File: src/rtl/lsu_pkg.sv
// Shared types for the load/store unit: access-size encodings, FSM states, size helper.
package lsu_pkg;

   typedef enum logic [1:0] {
      SIZE_B = 2'd0,
      SIZE_H = 2'd1,
      SIZE_W = 2'd2,
      SIZE_D = 2'd3
   } size_e;

   typedef enum logic [1:0] {
      ST_IDLE = 2'd0,
      ST_RD   = 2'd1,
      ST_WR   = 2'd2,
      ST_RESP = 2'd3
   } state_e;

   function automatic logic [3:0] size_bytes(input logic [1:0] size);
      return 4'd1 << size;
   endfunction

endpackage

File: src/rtl/lane_align.sv
// Little-endian lane steering: extract+extend for loads, byte-lane merge for stores.
// Purely combinational; shift is the byte offset within the doubleword times 8.
module lane_align
   import lsu_pkg::*;
#(
   parameter int DATA_WIDTH = 64
)(
   input  logic [DATA_WIDTH-1:0] i_word,
   input  logic [DATA_WIDTH-1:0] i_wdata,
   input  logic [1:0]            i_size,
   input  logic                  i_signed,
   input  logic [2:0]            i_off,
   output logic [DATA_WIDTH-1:0] o_load,
   output logic [DATA_WIDTH-1:0] o_merge
);

   logic [5:0]            w_shift;
   logic [DATA_WIDTH-1:0] w_lanes;
   logic [DATA_WIDTH-1:0] w_mask;
   logic [DATA_WIDTH-1:0] w_mask_sh;

   assign w_shift = {i_off, 3'b000};
   assign w_lanes = i_word >> w_shift;

   always_comb begin
      w_mask = '1;
      o_load = w_lanes;
      case (size_e'(i_size))
         SIZE_B: begin
            w_mask = {{(DATA_WIDTH-8){1'b0}}, 8'hFF};
            o_load = {{(DATA_WIDTH-8){i_signed & w_lanes[7]}}, w_lanes[7:0]};
         end
         SIZE_H: begin
            w_mask = {{(DATA_WIDTH-16){1'b0}}, 16'hFFFF};
            o_load = {{(DATA_WIDTH-16){i_signed & w_lanes[15]}}, w_lanes[15:0]};
         end
         SIZE_W: begin
            w_mask = {{(DATA_WIDTH-32){1'b0}}, 32'hFFFF_FFFF};
            o_load = {{(DATA_WIDTH-32){i_signed & w_lanes[31]}}, w_lanes[31:0]};
         end
         SIZE_D: begin
            w_mask = '1;
            o_load = w_lanes;
         end
      endcase
   end

   // Untouched bytes pass through from the sampled doubleword bit-exactly.
   assign w_mask_sh = w_mask << w_shift;
   assign o_merge   = (i_word & ~w_mask_sh) | ((i_wdata << w_shift) & w_mask_sh);

endmodule

File: src/rtl/load_store_unit.sv
// Load/store unit between execute and data memory; one request in flight, RMW for sub-dword stores.
// Latency after acceptance: load W+1, dword store 2, sub-dword store W+2, error 1; no response backpressure.
module load_store_unit
   import lsu_pkg::*;
#(
   parameter int DATA_WIDTH      = 64,
   parameter int ADDR_WIDTH      = 64,
   parameter int MEM_INDEX_WIDTH = 6,
   parameter int WAIT_CYCLES     = 2
)(
   input  logic                  clock,
   input  logic                  reset,
   input  logic                  req_valid,
   output logic                  req_ready,
   input  logic                  req_write,
   input  logic [1:0]            req_size,
   input  logic                  req_signed,
   input  logic [ADDR_WIDTH-1:0] req_addr,
   input  logic [DATA_WIDTH-1:0] req_wdata,
   output logic                  resp_valid,
   output logic [DATA_WIDTH-1:0] resp_rdata,
   output logic                  resp_error,
   output logic                  mem_read,
   output logic                  mem_write,
   output logic [ADDR_WIDTH-1:0] mem_address,
   output logic [DATA_WIDTH-1:0] mem_write_data,
   input  logic [DATA_WIDTH-1:0] mem_read_data
);

   localparam logic [3:0] LAST_CNT = 4'(WAIT_CYCLES - 1);

   state_e                r_state;
   logic [3:0]            r_cnt;
   logic                  r_ready;
   logic                  r_write;
   logic                  r_signed;
   logic [1:0]            r_size;
   logic [2:0]            r_off;
   logic [DATA_WIDTH-1:0] r_wdata;
   logic                  r_resp_valid;
   logic                  r_resp_error;
   logic [DATA_WIDTH-1:0] r_resp_rdata;
   logic                  r_mem_read;
   logic                  r_mem_write;
   logic [ADDR_WIDTH-1:0] r_mem_address;
   logic [DATA_WIDTH-1:0] r_mem_write_data;

   logic                  w_accept;
   logic [3:0]            w_nbytes;
   logic                  w_misalign;
   logic                  w_range;
   logic [ADDR_WIDTH-1:0] w_index;
   logic [DATA_WIDTH-1:0] w_load;
   logic [DATA_WIDTH-1:0] w_merge;

   // Gated by reset so the unit shows not-ready for the whole reset window.
   assign req_ready  = r_ready & ~reset;
   assign w_accept   = req_valid & req_ready;
   assign w_nbytes   = size_bytes(req_size);
   assign w_misalign = |({1'b0, req_addr[2:0]} & (w_nbytes - 4'd1));
   assign w_range    = |req_addr[ADDR_WIDTH-1:3+MEM_INDEX_WIDTH];
   assign w_index    = {3'b000, req_addr[ADDR_WIDTH-1:3]};

   lane_align #(.DATA_WIDTH(DATA_WIDTH)) u_lane_align (
      .i_word   (mem_read_data),
      .i_wdata  (r_wdata),
      .i_size   (r_size),
      .i_signed (r_signed),
      .i_off    (r_off),
      .o_load   (w_load),
      .o_merge  (w_merge)
   );

   always_ff @(posedge clock) begin
      if (reset) begin
         r_state          <= ST_IDLE;
         r_cnt            <= '0;
         r_ready          <= 1'b1;
         r_write          <= 1'b0;
         r_signed         <= 1'b0;
         r_size           <= '0;
         r_off            <= '0;
         r_wdata          <= '0;
         r_resp_valid     <= 1'b0;
         r_resp_error     <= 1'b0;
         r_resp_rdata     <= '0;
         r_mem_read       <= 1'b0;
         r_mem_write      <= 1'b0;
         r_mem_address    <= '0;
         r_mem_write_data <= '0;
      end else begin
         case (r_state)
            ST_IDLE: begin
               if (w_accept) begin
                  r_write       <= req_write;
                  r_signed      <= req_signed;
                  r_size        <= req_size;
                  r_off         <= req_addr[2:0];
                  r_wdata       <= req_wdata;
                  r_mem_address <= w_index;
                  r_ready       <= 1'b0;
                  r_cnt         <= '0;
                  if (w_misalign || w_range) begin
                     r_state      <= ST_RESP;
                     r_resp_valid <= 1'b1;
                     r_resp_error <= 1'b1;
                  end else if (req_write && req_size == SIZE_D) begin
                     r_state          <= ST_WR;
                     r_mem_write      <= 1'b1;
                     r_mem_write_data <= req_wdata;
                  end else begin
                     r_state    <= ST_RD;
                     r_mem_read <= 1'b1;
                  end
               end
            end
            ST_RD: begin
               if (r_cnt == LAST_CNT) begin
                  r_mem_read <= 1'b0;
                  if (r_write) begin
                     r_state          <= ST_WR;
                     r_mem_write      <= 1'b1;
                     r_mem_write_data <= w_merge;
                  end else begin
                     r_state      <= ST_RESP;
                     r_resp_valid <= 1'b1;
                     r_resp_rdata <= w_load;
                  end
               end else begin
                  r_cnt <= r_cnt + 4'd1;
               end
            end
            ST_WR: begin
               r_mem_write  <= 1'b0;
               r_state      <= ST_RESP;
               r_resp_valid <= 1'b1;
            end
            ST_RESP: begin
               r_resp_valid <= 1'b0;
               r_resp_error <= 1'b0;
               r_resp_rdata <= '0;
               r_ready      <= 1'b1;
               r_state      <= ST_IDLE;
            end
            default: r_state <= ST_IDLE;
         endcase
      end
   end

   assign resp_valid     = r_resp_valid;
   assign resp_error     = r_resp_error;
   assign resp_rdata     = r_resp_rdata;
   assign mem_read       = r_mem_read;
   assign mem_write      = r_mem_write;
   assign mem_address    = r_mem_address;
   assign mem_write_data = r_mem_write_data;

endmodule

File: config.mk
export PLATFORM = sky130hd
export DESIGN_NAME = load_store_unit
export DESIGN_NICKNAME = d
export VERILOG_FILES = /design/src/rtl/lsu_pkg.sv /design/src/rtl/lane_align.sv /design/src/rtl/load_store_unit.sv
export SDC_FILE = /design/constraint.sdc
export NUM_CORES = 1
export LEC_CHECK = 0
export ABC_AREA = 1
export CAP_MARGIN = 10
export CORE_MARGIN = 5
export CORE_UTILIZATION = 25
export DETAILED_ROUTE_END_ITERATION = 8
export PLACE_DENSITY = 0.43
export SLEW_MARGIN = 0
export SYNTH_ARGS = -nofsm -noshare
export SYNTH_HDL_FRONTEND = slang
export SYNTH_SLANG_ARGS = --single-unit
File: constraint.sdc
create_clock -name clock -period 3.55 [get_ports clock]
set_input_delay 0.5325 -clock clock [delete_from_list [all_inputs] [get_ports clock]]
set_output_delay 0.5325 -clock clock [all_outputs]
set_load 0.05 [all_outputs]
==> metrics.txt <==
max_slew headroom 0.431; post-CTS setup buffer count 0; via count 17.4k; internal cell power slightly below 8000 uW; syn_area_per_cell 6.16 um2; wire per inst between 20 and 25 um; RSZ-0062 raised after global routing no; startpoint types register; Synth top area share 0.359; # setup viols final 0; I/O Pins 396; FF+latch count, synth 271; post-route worst setup slack 0.641 ns; Synth top cells by count nand2_1 (659), nor2_1 (428), o21ai_0 (276), dfxtp_1 (271), a21oi_1 (205); share of post-route cells with drive strength above 1 0.0537; clk_skew 0.0251 ns; vias in the first global route 17.5k; antenna violations before repair 16; busiest grt layer met2; sequential share of the synthesized area 0.359; Post-synth EDFFs 0; Max Clk Rate ~0.34 GHz; DP HPWL 60600 um; WP data required 4.03 ns; routability cong. 0.923; fin crit share 0.819; total core area 60100 um2; antenna-violating nets left 0; FP Rows 90; final net count a little under 3k; Warnings, synthesis 0; Slew Limit Fails 0; Fin. Hold Viols 0; first-pass GRT wire length 115000 um; final hold slack 0.441 ns; Max-Cap Viols 0; Clock Latency Late Sink 0.57 ns; mapped cell area 15100 um2; outcome finished, final reports clean; Async S/R FF share, synth 0; M2 GR Usage 0.386; GR Util met1 0.285; worst slack at placement 0.515 ns; count leader, synth nand2_1; top area cells in the synthesized netlist dfxtp_1 (36%), nand2_1 (16%), nor2_1 (11%); DR vias/cell between 4 and 5; placed inst area 19600 um2; starting DRC count in detailed routing 1396; Area growth syn-to-layout 37.7%; Mapped Cells between 2k and 2.5k; Least-Margin Pin Slew 0.853 ns; Period minus WS final 2.91 ns; Setup TNS Final 0 ns; pin count of the biggest net entering global routing 100; placed insts 3493; total track usage 0.230; Distinct cells, synth 42; remaining routing DRC violations 0; ys flop type dfxtp_1; Leakage slightly above 0.008 uW; Clock Power Share 0.254; CTS Buf Count 36; port bufs 392; Post-Layout Cell Count 3559; type of the tightest min-delay check in2reg; post_cts resized 0; First-pass DRT Iterations 6; crit-path max FO 40; Die W roughly 260 um; chip height 256 um; Crit Path Category reg2reg; GR Util met3 0.0634; H-tree depth 2; worst ir drop on vdd 0.354 mV; Sw Share 0.468; CTS tree built; Root Driver clkbuf_16; hold buffers post-CTS 0; Crit. End Element register; net switching power roughly 6800 uW; register clock-pin slew on the reported worst setup and hold paths 0.06 ns; Worst Path Arrival approximately 3.4 ns; total congestion overflow 0; Initial Util 0.251; Bufs on Longest Clock Path 3; clock sinks 271; DRT Wirelength a little under 80000 um; cell taking the most area after synthesis dfxtp_1; Power per Cell Area 701 nW/um2; die area about 65000 um2; Gate power share 0.473; sequential share of power 0.273; cell area after layout 20800 um2
[area by class of cell]
class | count | area, um2
fill | 6711 | 39400
multi-input combinational | 1857 | 8310
timing repair buffer | 431 | 4300
tap | 782 | 978
sequential | 271 | 5430
clock inverter | 14 | 133
clock buffer | 50 | 1050
inverter | 152 | 576
antenna | 2 | 5.00
[flip-flops by register name (all words and copies together), names as in the netlist]
signal          flops
mem_write_data     64
r_wdata            64
resp_rdata         64
mem_address        61
r_cnt               4
r_off               3
r_size              2
r_state             2
mem_read            1
mem_write           1
r_ready             1
r_signed            1
r_write             1
resp_error          1
resp_valid          1
[power groups by stage]
| stage | sequential (uW) | clock, uW | combinational, uW |
|---|---|---|---|
| finish | 3980 | 3700 | 6890 |
| global route | 4050 | 3930 | 7460 |
| global placement | 4030 | 0 | 6900 |
| detailed placement | 4040 | 0 | 6890 |
| CTS | 3990 | 3830 | 6910 |
| floorplan | 5180 | 0 | 3200 |
[critical path, cell delays in order, from the launching register on]
cell,delay [ns]
dfxtp_4,0.49
inv_2,0.49
nand2_2,0.37
o211ai_2,0.31
nand3_2,0.59
nand3_1,0.35
nand2_1,0.10
a21oi_1,0.12
[cell usage in the layout, fill, tap and decap left out, types with 2 or more instances in the layout]
cell type,instances
a21oi_1,205
a22o_1,2
a31oi_1,2
and2_1,3
buf_12,7
buf_4,32
clkbuf_1,4
clkbuf_16,36
clkbuf_8,10
clkdlybuf4s50_1,391
clkinv_2,7
clkinvlp_4,3
conb_1,3
dfxtp_1,270
diode_2,2
ha_1,5
inv_1,137
inv_2,13
inv_4,2
nand2_1,659
nand2_2,6
nand3_1,161
nand3_2,4
nand4_1,27
nor2_1,426
nor2_2,3
nor2_4,5
nor3_1,4
o2111ai_1,5
o211ai_1,16
o21a_1,3
o21ai_0,276
o21ai_1,9
o21ai_2,2
o21bai_1,10
o22ai_1,4
or2_2,5
[cell families (layout without fill, tap and decap cells)]
logic type               Yosys count  count (layout)  share of synthesized area
AND/OR/NAND/NOR                 1308            1308                      0.352
adder cells (fa/ha/maj)            6               6                    0.00497
other                              1               5                   0.000248
flip-flops                       271             271                      0.359
buffers and inverters            325             647                     0.0926
AO/OA/AOI/OAI                    540             540                      0.190
[metrics by stage]
step / total power (uW) / util
finish: 14600 / 0.346
global route: 15400 / 0.345
CTS: 14700 / 0.345
detailed placement: 10900 / 0.326
global placement: 10900 / 0.326
floorplan: 8380 / -
[worst paths after layout]
check                                                    start  slack (ns)  depth (start not counted)                             end
worst min register to register  mem_write_data[3]$_SDFFE_PP0P_        0.46                          2  mem_write_data[3]$_SDFFE_PP0P_
worst max register to register           r_off[0]$_SDFFE_PP0P_        0.64                          7     resp_rdata[36]$_SDFFE_PP0P_
worst min-delay path                                     reset        0.44                          3          mem_write$_SDFFE_PP0P_
worst max-delay path                     r_off[0]$_SDFFE_PP0P_        0.64                          7     resp_rdata[36]$_SDFFE_PP0P_
[per-layer routing]
| metal | part of all wire | vias up |
|---|---|---|
| li1 | - | 8523 |
| met1 | 0.42 | 8182 |
| met2 | 0.47 | 579 |
| met3 | 0.071 | 137 |
| met4 | 0.035 | 26 |
| met5 | 0.0024 | - |
Note: power is estimated with default switching activity, not from simulation.
